File: config.mk
export PLATFORM = sky130hd
export DESIGN_NAME = seq_mux
export DESIGN_NICKNAME = d
export VERILOG_FILES = /design/src/rtl/seq_mux_pkg.sv /design/src/rtl/seq_mux_dwell.sv /design/src/rtl/seq_mux.sv
export SDC_FILE = /design/constraint.sdc
export NUM_CORES = 1
export LEC_CHECK = 0
export CAP_MARGIN = 20
export CORE_ASPECT_RATIO = 1.1
export CORE_MARGIN = 2
export CORE_UTILIZATION = 47
export DETAILED_ROUTE_END_ITERATION = 16
export PLACE_DENSITY = 0.86
export SYNTH_ARGS = -nofsm -noshare
export SYNTH_HDL_FRONTEND = slang
export SYNTH_HIERARCHICAL = 1
export SYNTH_SLANG_ARGS = --single-unit
File: constraint.sdc
create_clock -name clk -period 3.16 [get_ports clk]
set_input_delay 0.632 -clock clk [delete_from_list [all_inputs] [get_ports clk]]
set_output_delay 0.632 -clock clk [all_outputs]
set_load 0.01 [all_outputs]
File: src/rtl/seq_mux_pkg.sv
// Shared definitions for the sequencing multiplexer: FSM state encoding,
// mode constants and a helper that sizes the dwell counter.
package seq_mux_pkg;

  // Top-level controller states
  typedef enum logic [1:0] {
    IDLE      = 2'd0,
    MANUAL    = 2'd1,
    SCAN_WAIT = 2'd2,
    SCAN_HOLD = 2'd3
  } state_t;

  // Values of the mode input
  localparam logic MODE_MANUAL = 1'b0;
  localparam logic MODE_SCAN   = 1'b1;

  // Counter width able to hold 0..dwell-1; never narrower than one bit so
  // that a dwell of one still gives a legal vector
  function automatic int unsigned dwell_width(input int unsigned dwell);
    return (dwell > 1) ? $clog2(dwell) : 1;
  endfunction

endpackage

File: src/rtl/seq_mux_dwell.sv
// Dwell counter for the scan sequencer. Counts cycles spent on the current
// channel and flags the last one (count == DWELL-1). clear wins over inc.
module seq_mux_dwell
  import seq_mux_pkg::*;
#(
  parameter int DWELL = 3
) (
  input  logic clk,
  input  logic rst,
  input  logic clear,
  input  logic inc,
  output logic done
);

  localparam int unsigned CW = dwell_width(DWELL);

  logic [CW-1:0] count;

  // Cycle counter: synchronous reset, clear has priority over increment
  always_ff @(posedge clk) begin
    if (rst) begin
      count <= '0;
    end else if (clear) begin
      count <= '0;
    end else if (inc) begin
      count <= count + CW'(1);
    end
  end

  assign done = (count == CW'(DWELL - 1));

endmodule

File: src/rtl/seq_mux.sv
// Sequencing multiplexer. Selects one of CHANNELS packed input channels,
// either under direct control of sel (manual) or by stepping through all
// channels with a fixed dwell per channel (scan). Scan samples are held
// until the consumer raises out_ready, so nothing is overwritten or dropped.
// Optional feature: define SEQ_MUX_PARITY_EN to add a registered even-parity
// output dout_par that tracks dout.
module seq_mux
  import seq_mux_pkg::*;
#(
  parameter  int WIDTH    = 8,
  parameter  int CHANNELS = 4,
  parameter  int DWELL    = 3,
  localparam int SELW     = $clog2(CHANNELS)
) (
  input  logic                      clk,
  input  logic                      rst,
  input  logic                      en,
  input  logic                      mode,
  input  logic [SELW-1:0]           sel,
  input  logic [CHANNELS*WIDTH-1:0] din,
  input  logic                      out_ready,
  output logic [WIDTH-1:0]          dout,
  output logic                      out_valid,
  output logic [SELW-1:0]           out_chan
`ifdef SEQ_MUX_PARITY_EN
  ,
  output logic                      dout_par
`endif
);

  // Channel count widened by one bit so an all-ones sel can be compared
  localparam logic [SELW:0]   CHAN_COUNT = (SELW + 1)'(CHANNELS);
  localparam logic [SELW-1:0] LAST_CHAN  = SELW'(CHANNELS - 1);

  state_t            state, state_d;
  logic [SELW-1:0]   ptr, ptr_d;
  logic [WIDTH-1:0]  dout_d;
  logic [SELW-1:0]   chan_d;
  logic              valid_d;
  logic              cnt_clear, cnt_inc, cnt_done;
  logic              sel_ok;
  logic [WIDTH-1:0]  chan [CHANNELS];

  // Unpack the flat input bus into an indexable channel array
  always_comb begin
    for (int k = 0; k < CHANNELS; k++) begin
      chan[k] = din[k*WIDTH +: WIDTH];
    end
  end

  assign sel_ok = ({1'b0, sel} < CHAN_COUNT);

  seq_mux_dwell #(
    .DWELL (DWELL)
  ) u_dwell (
    .clk   (clk),
    .rst   (rst),
    .clear (cnt_clear),
    .inc   (cnt_inc),
    .done  (cnt_done)
  );

  // State register
  always_ff @(posedge clk) begin
    if (rst) begin
      state <= IDLE;
    end else begin
      state <= state_d;
    end
  end

  // Next-state and next-output logic. A mode change acts on the very next
  // edge: leaving scan performs a manual load at once (discarding any held
  // scan sample), entering scan always starts from channel 0 with a fresh
  // dwell count. Dropping en beats everything, including a pending accept.
  always_comb begin
    state_d   = state;
    ptr_d     = ptr;
    dout_d    = dout;
    chan_d    = out_chan;
    valid_d   = out_valid;
    cnt_clear = 1'b1;
    cnt_inc   = 1'b0;

    if (!en) begin
      state_d = IDLE;
      valid_d = 1'b0;
      ptr_d   = '0;
    end else begin
      case (state)
        IDLE: begin
          valid_d = 1'b0;
          ptr_d   = '0;
          state_d = (mode == MODE_SCAN) ? SCAN_WAIT : MANUAL;
        end

        MANUAL, SCAN_WAIT, SCAN_HOLD: begin
          if (mode == MODE_MANUAL) begin
            state_d = MANUAL;
            ptr_d   = '0;
            chan_d  = sel;
            if (sel_ok) begin
              dout_d  = chan[sel];
              valid_d = 1'b1;
            end else begin
              dout_d  = '0;
              valid_d = 1'b0;
            end
          end else if (state == MANUAL) begin
            state_d = SCAN_WAIT;
            valid_d = 1'b0;
            ptr_d   = '0;
          end else if (state == SCAN_WAIT) begin
            cnt_inc   = 1'b1;
            cnt_clear = cnt_done;
            if (cnt_done) begin
              dout_d  = chan[ptr];
              chan_d  = ptr;
              valid_d = 1'b1;
              state_d = SCAN_HOLD;
            end
          end else begin
            if (out_ready) begin
              valid_d = 1'b0;
              ptr_d   = (ptr == LAST_CHAN) ? '0 : ptr + SELW'(1);
              state_d = SCAN_WAIT;
            end
          end
        end

        default: begin
          state_d = IDLE;
          valid_d = 1'b0;
          ptr_d   = '0;
        end
      endcase
    end
  end

  // Output and scan-pointer registers
  always_ff @(posedge clk) begin
    if (rst) begin
      dout      <= '0;
      out_chan  <= '0;
      out_valid <= 1'b0;
      ptr       <= '0;
    end else begin
      dout      <= dout_d;
      out_chan  <= chan_d;
      out_valid <= valid_d;
      ptr       <= ptr_d;
    end
  end

`ifdef SEQ_MUX_PARITY_EN
  // Even parity of the value being loaded into dout, kept in step with it
  always_ff @(posedge clk) begin
    if (rst) begin
      dout_par <= 1'b0;
    end else begin
      dout_par <= ^dout_d;
    end
  end
`endif

endmodule

==> out/qor_table.md <==
| Result | Reported |
| --- | --- |
| Outcome | completed |
| Sum of net half-perimeters after detailed placement | 2.48 mm |
| Setup repair after global routing missed its margin | false |
| Peak supply drop | 0.000190 V |
| Initial core utilization | 0.505 |
| Global-route wire length before repair | 4.81 mm |
| Yosys cell types | 29 |
| Leakage | 0.637 nW |
| Clock tree root buffer cell | sky130_fd_sc_hd__clkbuf_4 |
| Final critical-path required period | 2.16 ns |
| Crit path max fanout | 9 |
| Fraction of the cycle the final worst path needs | 0.682 |
| Clock Skew | 0.00407 ns |
| Sequential fraction of the synthesis area | 0.265 |
| Share of total power in combinational logic | 0.301 |
| Clock tree from TritonCTS | yes |
| Critical path launch point type | input port |
| Slew at the pin closest to its max-slew limit | 0.638 ns |
| Path class of the lowest-slack min-delay path | flop to flop |
| Sinks on Clock Net | 17 |
| Drt via density | 5.71 |
| Clock Tree Buf Depth | 2 |
| Fraction of registers with async set/reset | 0 |
| Rel. slew slack | 0.574 |
| Clock transition at path regs | 0.10 ns |
| Std-Cell Rows | 19 |
| Leading register cell type out of synthesis | sky130_fd_sc_hd__dfxtp_1 |
| Cell area after synthesis | 1280 um^2 |
| Iter 0 DRT Violations | 24 |
| Detailed Route WL | 2.92 mm |
| Router iterations before antenna repair | 4 |
| Total number of nets in the final design | 203 |
| Number of hold violations in the final report | 0 |
| CTS resizes | 0 |
| Max Cap Viol | 0 |
| Full die area | 3170 um^2 |
| Total nets after synthesis | 156 |
| Buffers inserted during post-CTS setup optimization | 0 |
| Post-Syn Instances | 112 |
| Yosys warns | 6 |
| Routability-driven placement congestion ratio | 0.731 |
| Average wire length per cell after detail routing | 15.4 um |
| DRT antenna net count | 0 |
| GRT Overall Usage | 0.210 |
| Min-Delay Path Depth | 2 |
| Area Overhead vs Synth | 38.9% |
| Post-cts hold buffer count | 0 |
| Number of antenna violations at the first check in global routing | 0 |
| Worst path required time | 3.32 ns |
| Net switching component of the power | 130 uW |
| Number of antenna cells inserted | 0 |
| Critical path capture point type | flop |
| Register share of total power | 0.459 |
| Ports | 50 |
| EDFF count, synth | 0 |
| Number of H-tree branching levels | 1 |
| Number of inserted filler cells in the final layout | 184 |
| Largest net degree at the start of global routing | 21 |
| Number of global-route vias before repair | 1124 |
| Post-route core utilization | 0.702 |
| Critical path arrival | 2.32 ns |
| Die Y-Extent | 58.8 um |
| Crit Path Class | input port to flop |
| Cell-internal power | 364 uW |
| Number of buffer cells added on primary ports | 49 |
| Fraction of power spent switching nets | 0.264 |
| Path depth of the worst reg2reg path | 6 |
| Worst-skew pair later-pin latency | 0.29 ns |
| Highest clock rate | 464 MHz |
| Mean instance size in the synthesized netlist | 11.5 um^2 |
| Portion of total power attributed to the clock network | 0.241 |
| Total global routing overflow | 0 |
| Vias after detailed routing | 1079 |
| Fraction of final layout cells sized beyond drive strength 1 | 0.152 |
| Number of buffers created by CTS | 3 |
| Final-report max-slew violation count | 0 |
| Setup TNS | 0 ns |
| Post-route DRC violation count | 0 |
| P per Cell Area | 277 nW/um^2 |
| Flip-flop and latch count after synthesis | 17 |
| Die Wd | 53.9 um |
| Core Footprint | 2540 um^2 |
| Setup Viol. Count Final | 0 |
-- cells in the final DEF (no fill, tap or decap), drive strengths merged, types with 2 or more instances in the layout --
| master | n |
|---|---|
| nand2 | 2 |
| a211oi | 10 |
| dfxtp | 17 |
| inv | 3 |
| mux4 | 16 |
| ha | 5 |
| nor2 | 16 |
| clkbuf | 3 |
| nand2b | 2 |
| buf | 2 |
| mux2i | 13 |
| nor2b | 2 |
| o21bai | 3 |
| a21oi | 3 |
| clkdlybuf4s50 | 49 |
-- power groups by stage --
| stage | registers (mW) | logic, mW | clock network [mW] |
|---|---|---|---|
| after CTS | 0.227 | 0.149 | 0.120 |
| after detailed placement | 0.232 | 0.148 | 0 |
| after global routing | 0.228 | 0.159 | 0.129 |
| after floorplan | 0.233 | 0.0755 | 0 |
| after global placement | 0.231 | 0.142 | 0 |
| final | 0.226 | 0.149 | 0.119 |
-- state kept, by name, summed over array words and instances (netlist names) --
| name | count |
|---|---|
| dout | 8 |
| state | 2 |
| ptr | 2 |
| out_chan | 2 |
| u_dwell/count | 2 |
| out_valid | 1 |
-- synthesized netlist by cell type (all sizes together) (2+ instances only) --
| master | instances | area [um^2] |
|---|---|---|
| dfxtp | 17 | 340 |
| mux4 | 16 | 364 |
| nor2 | 16 | 60.1 |
| mux2i | 13 | 130 |
| a211oi | 10 | 75.1 |
| buf | 5 | 43.8 |
| ha | 5 | 62.6 |
| clkbuf | 4 | 27.5 |
| a21oi | 3 | 15.0 |
| inv | 3 | 11.3 |
| o21bai | 3 | 22.5 |
| nand2 | 2 | 7.51 |
| nand2b | 2 | 12.5 |
| nor2b | 2 | 12.5 |
-- final cells by class --
cell class / count / area, um^2 / area share
clock buffer: 3 / 22.5 / 0.0126
clock inverter: 1 / 5.00 / 0.00280
inverter: 3 / 11.3 / 0.00631
multi-input combinational: 83 / 862 / 0.483
sequential: 17 / 340 / 0.191
tap: 31 / 38.8 / 0.0217
timing repair buffer: 51 / 505 / 0.283
-- critical path, stage by stage --
cell	delay, ns
sky130_fd_sc_hd__clkdlybuf4s50_1	0.82
sky130_fd_sc_hd__mux4_2	0.57
sky130_fd_sc_hd__mux2i_1	0.20
sky130_fd_sc_hd__a211oi_1	0.10
-- path summary, 6_finish.rpt --
path	startpoint	endpoint	slack, ns
max	sel[0]	dout[5]	1.00
min	out_chan[0]	out_chan[0]	0.50
max reg2reg	state[0]	u_dwell/count[1]	1.33
min reg2reg	out_chan[0]	out_chan[0]	0.50
-- cell families (layout without fill, tap and decap cells) --
group | after synthesis | in the layout | share of synthesized area
AOI/OAI and AO/OA | 18 | 18 | 0.106
muxes | 29 | 29 | 0.385
xor gates and xnor gates | 1 | 1 | 0.00682
adders and majority gates | 5 | 5 | 0.0487
DFF | 17 | 17 | 0.265
and+or+nand+nor | 30 | 30 | 0.125
buffers and inverters | 12 | 58 | 0.0643
-- layer usage --
metal | vias to the layer above | GRT usage | wire length, um
li1 | 524 | - | -
met1 | 509 | 0.250 | 1130
met2 | 42 | 0.376 | 1610
met3 | 4 | 0.0254 | 131
met4 | 0 | 0.0769 | 51
met5 | - | 0 | 0
-- metrics by stage --
step                total power [mW]  instance area (um^2)  std cells  setup WS [ns]  hold slack (ns)
finish                         0.494                  1790        189           1.00            0.500
global route                   0.516                  1790        189          0.940            0.524
floorplan                      0.308                  1280        112           1.51            0.487
detailed placement             0.380                  1760        185          0.696            0.493
CTS                            0.496                  1790        189           1.01            0.507
global placement               0.373                  1760        185          0.721            0.479
(Power assumes the default switching activity.)
